## config.mk

```make
export PLATFORM = sky130hd
export DESIGN_NAME = car_mode_input
export DESIGN_NICKNAME = d
export VERILOG_FILES = /design/src/rtl/car_mode_input.sv
export SDC_FILE = /design/constraint.sdc
export NUM_CORES = 1
export LEC_CHECK = 0
export CORE_MARGIN = 2
export CORE_UTILIZATION = 25
export DETAILED_ROUTE_END_ITERATION = 6
export GPL_TIMING_DRIVEN = 0
export PLACE_DENSITY_LB_ADDON = 0.3
export SLEW_MARGIN = 20
export SYNTH_ARGS = -nofsm -noshare
export SYNTH_HDL_FRONTEND = slang
export SYNTH_SLANG_ARGS = --single-unit
export TNS_END_PERCENT = 30
```

## constraint.sdc

```tcl
create_clock -name clk -period 1.9 [get_ports clk]
set_clock_uncertainty 0.05 [all_clocks]
set_input_delay 0.19 -clock clk [delete_from_list [all_inputs] [get_ports clk]]
set_output_delay 0.19 -clock clk [all_outputs]
set_load 0.005 [all_outputs]
```

## src/rtl/car_mode_input.sv

```systemverilog
// Switch front-end for the car-light controller: synchronises and debounces the
// two slide-switch lines, emits a commit strobe and counts rejected bounces.
module car_mode_input #(
    parameter int TICK_DIV       = 50000,
    parameter int DEBOUNCE_TICKS = 20,
    parameter int BOUNCE_W       = 8
) (
    input  logic                clk,
    input  logic                rst,
    input  logic [1:0]          switch_raw,
    output logic [1:0]          mode,
    output logic                mode_change,
    output logic                mode_stable,
    output logic [BOUNCE_W-1:0] bounce_cnt
);

    localparam int PW = (TICK_DIV > 1) ? $clog2(TICK_DIV) : 1;
    localparam int HW = (DEBOUNCE_TICKS > 1) ? $clog2(DEBOUNCE_TICKS) : 1;
    localparam logic [PW-1:0] PRE_LAST  = PW'(TICK_DIV - 1);
    localparam logic [HW-1:0] HOLD_LAST = HW'(DEBOUNCE_TICKS - 1);

    localparam logic [0:0] ST_STABLE = 1'b0;
    localparam logic [0:0] ST_SETTLE = 1'b1;

    logic [1:0]          sync1_q, sync2_q;
    logic [PW-1:0]       pre_q, pre_d;
    logic [0:0]          state_q, state_d;
    logic [1:0]          cand_q, cand_d;
    logic [HW-1:0]       hold_q, hold_d;
    logic [1:0]          mode_q, mode_d;
    logic                chg_q, chg_d;
    logic                stable_q, stable_d;
    logic [BOUNCE_W-1:0] bounce_q, bounce_d;
    logic                tick;
    logic                bounce_inc;

    // Free-running prescaler; switch activity never restarts it.
    assign tick = (pre_q == PRE_LAST);

    always_comb begin
        pre_d = tick ? '0 : pre_q + 1'b1;
    end

    always_comb begin
        state_d    = state_q;
        cand_d     = cand_q;
        hold_d     = hold_q;
        mode_d     = mode_q;
        chg_d      = 1'b0;
        bounce_inc = 1'b0;
        case (state_q)
            ST_STABLE: begin
                if (sync2_q != mode_q) begin
                    cand_d  = sync2_q;
                    hold_d  = '0;
                    state_d = ST_SETTLE;
                end
            end
            default: begin
                // Input changes take priority over a coincident tick, which is then lost.
                if (sync2_q == mode_q) begin
                    state_d    = ST_STABLE;
                    bounce_inc = 1'b1;
                end else if (sync2_q != cand_q) begin
                    cand_d     = sync2_q;
                    hold_d     = '0;
                    bounce_inc = 1'b1;
                end else if (tick && hold_q == HOLD_LAST) begin
                    mode_d  = cand_q;
                    chg_d   = 1'b1;
                    state_d = ST_STABLE;
                end else if (tick) begin
                    hold_d = hold_q + 1'b1;
                end
            end
        endcase
        stable_d = (state_d == ST_STABLE);
        bounce_d = (bounce_inc && bounce_q != '1) ? bounce_q + 1'b1 : bounce_q;
    end

    always_ff @(posedge clk or posedge rst) begin
        if (rst) begin
            sync1_q  <= 2'b00;
            sync2_q  <= 2'b00;
            pre_q    <= '0;
            state_q  <= ST_STABLE;
            cand_q   <= 2'b00;
            hold_q   <= '0;
            mode_q   <= 2'b00;
            chg_q    <= 1'b0;
            stable_q <= 1'b1;
            bounce_q <= '0;
        end else begin
            sync1_q  <= switch_raw;
            sync2_q  <= sync1_q;
            pre_q    <= pre_d;
            state_q  <= state_d;
            cand_q   <= cand_d;
            hold_q   <= hold_d;
            mode_q   <= mode_d;
            chg_q    <= chg_d;
            stable_q <= stable_d;
            bounce_q <= bounce_d;
        end
    end

    assign mode        = mode_q;
    assign mode_change = chg_q;
    assign mode_stable = stable_q;
    assign bounce_cnt  = bounce_q;

endmodule

```

==> reports/results.ini <==
[timing]
slew_headroom=0.626
finalCritPeriodShare=0.961
period_needed_ns=1.83
hold_viol_final=0
tightestPinTransition_ns=0.556
finalMaxSlewViolations=0
finalSetupViolations=0
setup_ws_ns=0.0740
worst_hold_slack_ns=0.0911
max_freq_mhz=548

[worst_setup_path]
required_ns=2.03
critPathCaptureType=register
cp_cell_sequence=xnor2_2 > nand3_2 > or2_0 > buf_6 > nor2_8 > mux2_4
crit_fanout=6
cpMaxStageDelayCell=dfrtp_1
arrival_ns=1.95
start_kind=register
slowest_delay_ns=0.43
path_class=register to register

[yosys]
synth.distinct_cells=36
synth_top_area_frac=0.526
synth-edff-count=0
synth.avg_cell_area_sq_um=11.4
yosysWarnings=0
post-synth-top-count-cell=dfrtp_1
netlist_top_cells_area=dfrtp_1, xor2_1, xnor2_1
synthCells=163
yosys-top-cells-count=dfrtp_1, nand2_1, xor2_1
synth_area_leader_cell=dfrtp_1
synth_seq_cells=40
synth_fp_nets=170
synth_area_sq_um=1850
async_flop_share=1.00
seq_area_frac_synth=0.540
synth_flop_cell=dfrtp_1

[routing]
routed_wl_um=3260
detail-route-antenna-nets=0
drt-wirelength-per-cell_um=11.3
viasPerCell=4.33
drtIter0Drc=72
dr.pass1.iters=4
num_vias=1243
drc=0

[cts]
numCtsBuffers=5
cts_hold_buf=0
cts.reportedPaths.clkPinSlew_ns=0.08
cts_tree=done
htree_levels=2
clkLatencyLatePin_ns=0.29
clockBufferDepth=2
clockRootBuffer=clkbuf_8
cts_sinks=40

[final_layout]
insertedDiodeCount=0
syn2layout_area_growth_pct=22.5
drive_gt1_frac=0.154
nets=194
nFillCells=770

[die]
rows=31
die_h_um=90.1
die_area_sq_um=8120
io_pins=16
initial_core_util=0.257
core_area_sq_um=7210
die_x_um=90.1

[global_route]
grt_pass1_vias=1220
grt_max_degree=31
antenna_found_initial=0
grtUsageTotal=0.0863
grt_overflow_total=0
grt_pass1_wl_um=5730

[placement]
numPortBuffers=15
routabilityCongestion=0.756
dp_hpwl_um=2270
place_ws_ns=-0.00209

[run_status]
status=finished clean

[pwr]
peakVddDrop_mv=0.334
leakage_nw=1.01
power.density_nw_per_um2=870

[job]
cap_viol_max_count=0

[hold_path]
hold_path.class=primary input to asynchronous set/reset pin

area by class of cell:
cell class              count  area (sq um)  share of cell area
well taps                  99           124              0.0545
flip-flops and latches     40          1000               0.441
clock inverters             2          10.0             0.00441
plain buffers               3          30.0              0.0132
inverters                   5          18.8             0.00826
clock buffers               6          82.6              0.0364
repair buffers             17           178              0.0782
multi-input cells         115           826               0.364
path summary, 6_finish.rpt:
check | start | endpoint | slack, ns | depth (start not counted)
worst min register to register | sync1_q[0]$_DFF_PP0_ | sync2_q[0]$_DFF_PP0_ | 0.29 | 0
worst max-delay path | sync2_q[1]$_DFF_PP0_ | mode[1]$_DFFE_PP0P_ | 0.07 | 6
max in group asynchronous | rst | sync1_q[0]$_DFF_PP0_ | 1.28 | 3
min in group clk | sync1_q[0]$_DFF_PP0_ | sync2_q[0]$_DFF_PP0_ | 0.29 | 0
worst max register to register | sync2_q[1]$_DFF_PP0_ | mode[1]$_DFFE_PP0P_ | 0.07 | 6
worst min-delay path | rst | bounce_cnt[0]$_DFFE_PP0P_ | 0.09 | 2
routing by layer:
layer / vias up / global-route usage / share of wire
li1: 616 / - / -
met1: 601 / 0.112 / 0.47
met2: 23 / 0.140 / 0.49
met3: 3 / 0.0251 / 0.035
met4: 0 / 0.0269 / 0.0052
met5: - / 0 / 0
power breakdown:
part / leakage [nW] / switching, W / internal (W) / total, W
logic: 0.445 / 0.000145 / 0.000218 / 0.000363
registers: 0.512 / 0.000106 / 0.000934 / 0.00104
clock network: 0.0510 / 0.000283 / 0.000290 / 0.000573
total: 1.01 / 0.000534 / 0.00144 / 0.00198
flip-flops by register name, indices dropped and copies added, names as in the netlist:
signal / flops
bounce_cnt: 8
cand_q: 2
hold_q: 5
mode: 2
mode_change: 1
mode_stable: 1
pre_q: 16
state_q: 1
sync1_q: 2
sync2_q: 2
metrics by stage:
stage	util	power (W)	setup TNS (ns)	instances	area (sq um)
floorplan	-	0.00122	0	163	1850
global placement	0.295	0.00141	-7.61	277	2130
detailed placement	0.298	0.00142	-0.00359	278	2150
CTS	0.312	0.00201	0	286	2250
global route	0.315	0.00210	-0.0188	287	2270
finish	0.315	0.00198	0	287	2270
cell usage in the layout (no fill, tap or decap), types with 5 or more instances in the layout:
master           count
xnor2_1              9
clkbuf_8             6
dfrtp_1             39
nand3_1              8
o21ai_0              6
clkdlybuf4s50_1     15
o31ai_1              5
nand2_1             15
nor2_1              12
nand4_1              5
xor2_1              15
logic make-up (layout without fill, tap and decap cells):
group | count (synthesis) | in the layout | synth area share
XOR/XNOR | 26 | 26 | 0.123
AND/OR/NAND/NOR | 62 | 62 | 0.185
adder cells (fa/ha/maj) | 3 | 3 | 0.0202
flip-flops | 40 | 40 | 0.540
buffers and inverters | 8 | 33 | 0.0263
AO/OA/AOI/OAI | 20 | 20 | 0.0769
multiplexers | 4 | 4 | 0.0283
worst max-delay path: cells and delay by family, from the launching register on:
family | cells | cell delay [ns]
and+or+nand+nor | 3 | 0.54
buffers and inverters | 1 | 0.15
muxes | 1 | 0.30
DFF | 1 | 0.43
xor gates and xnor gates | 1 | 0.24
repair_timing:
item / CTS / global route
buffers inserted: 0 / 1
pin swaps: 0 / 2
setup endpoints to repair: 2 / 5
resized for setup: 1 / 3
Note: power is estimated with default switching activity, not from simulation.
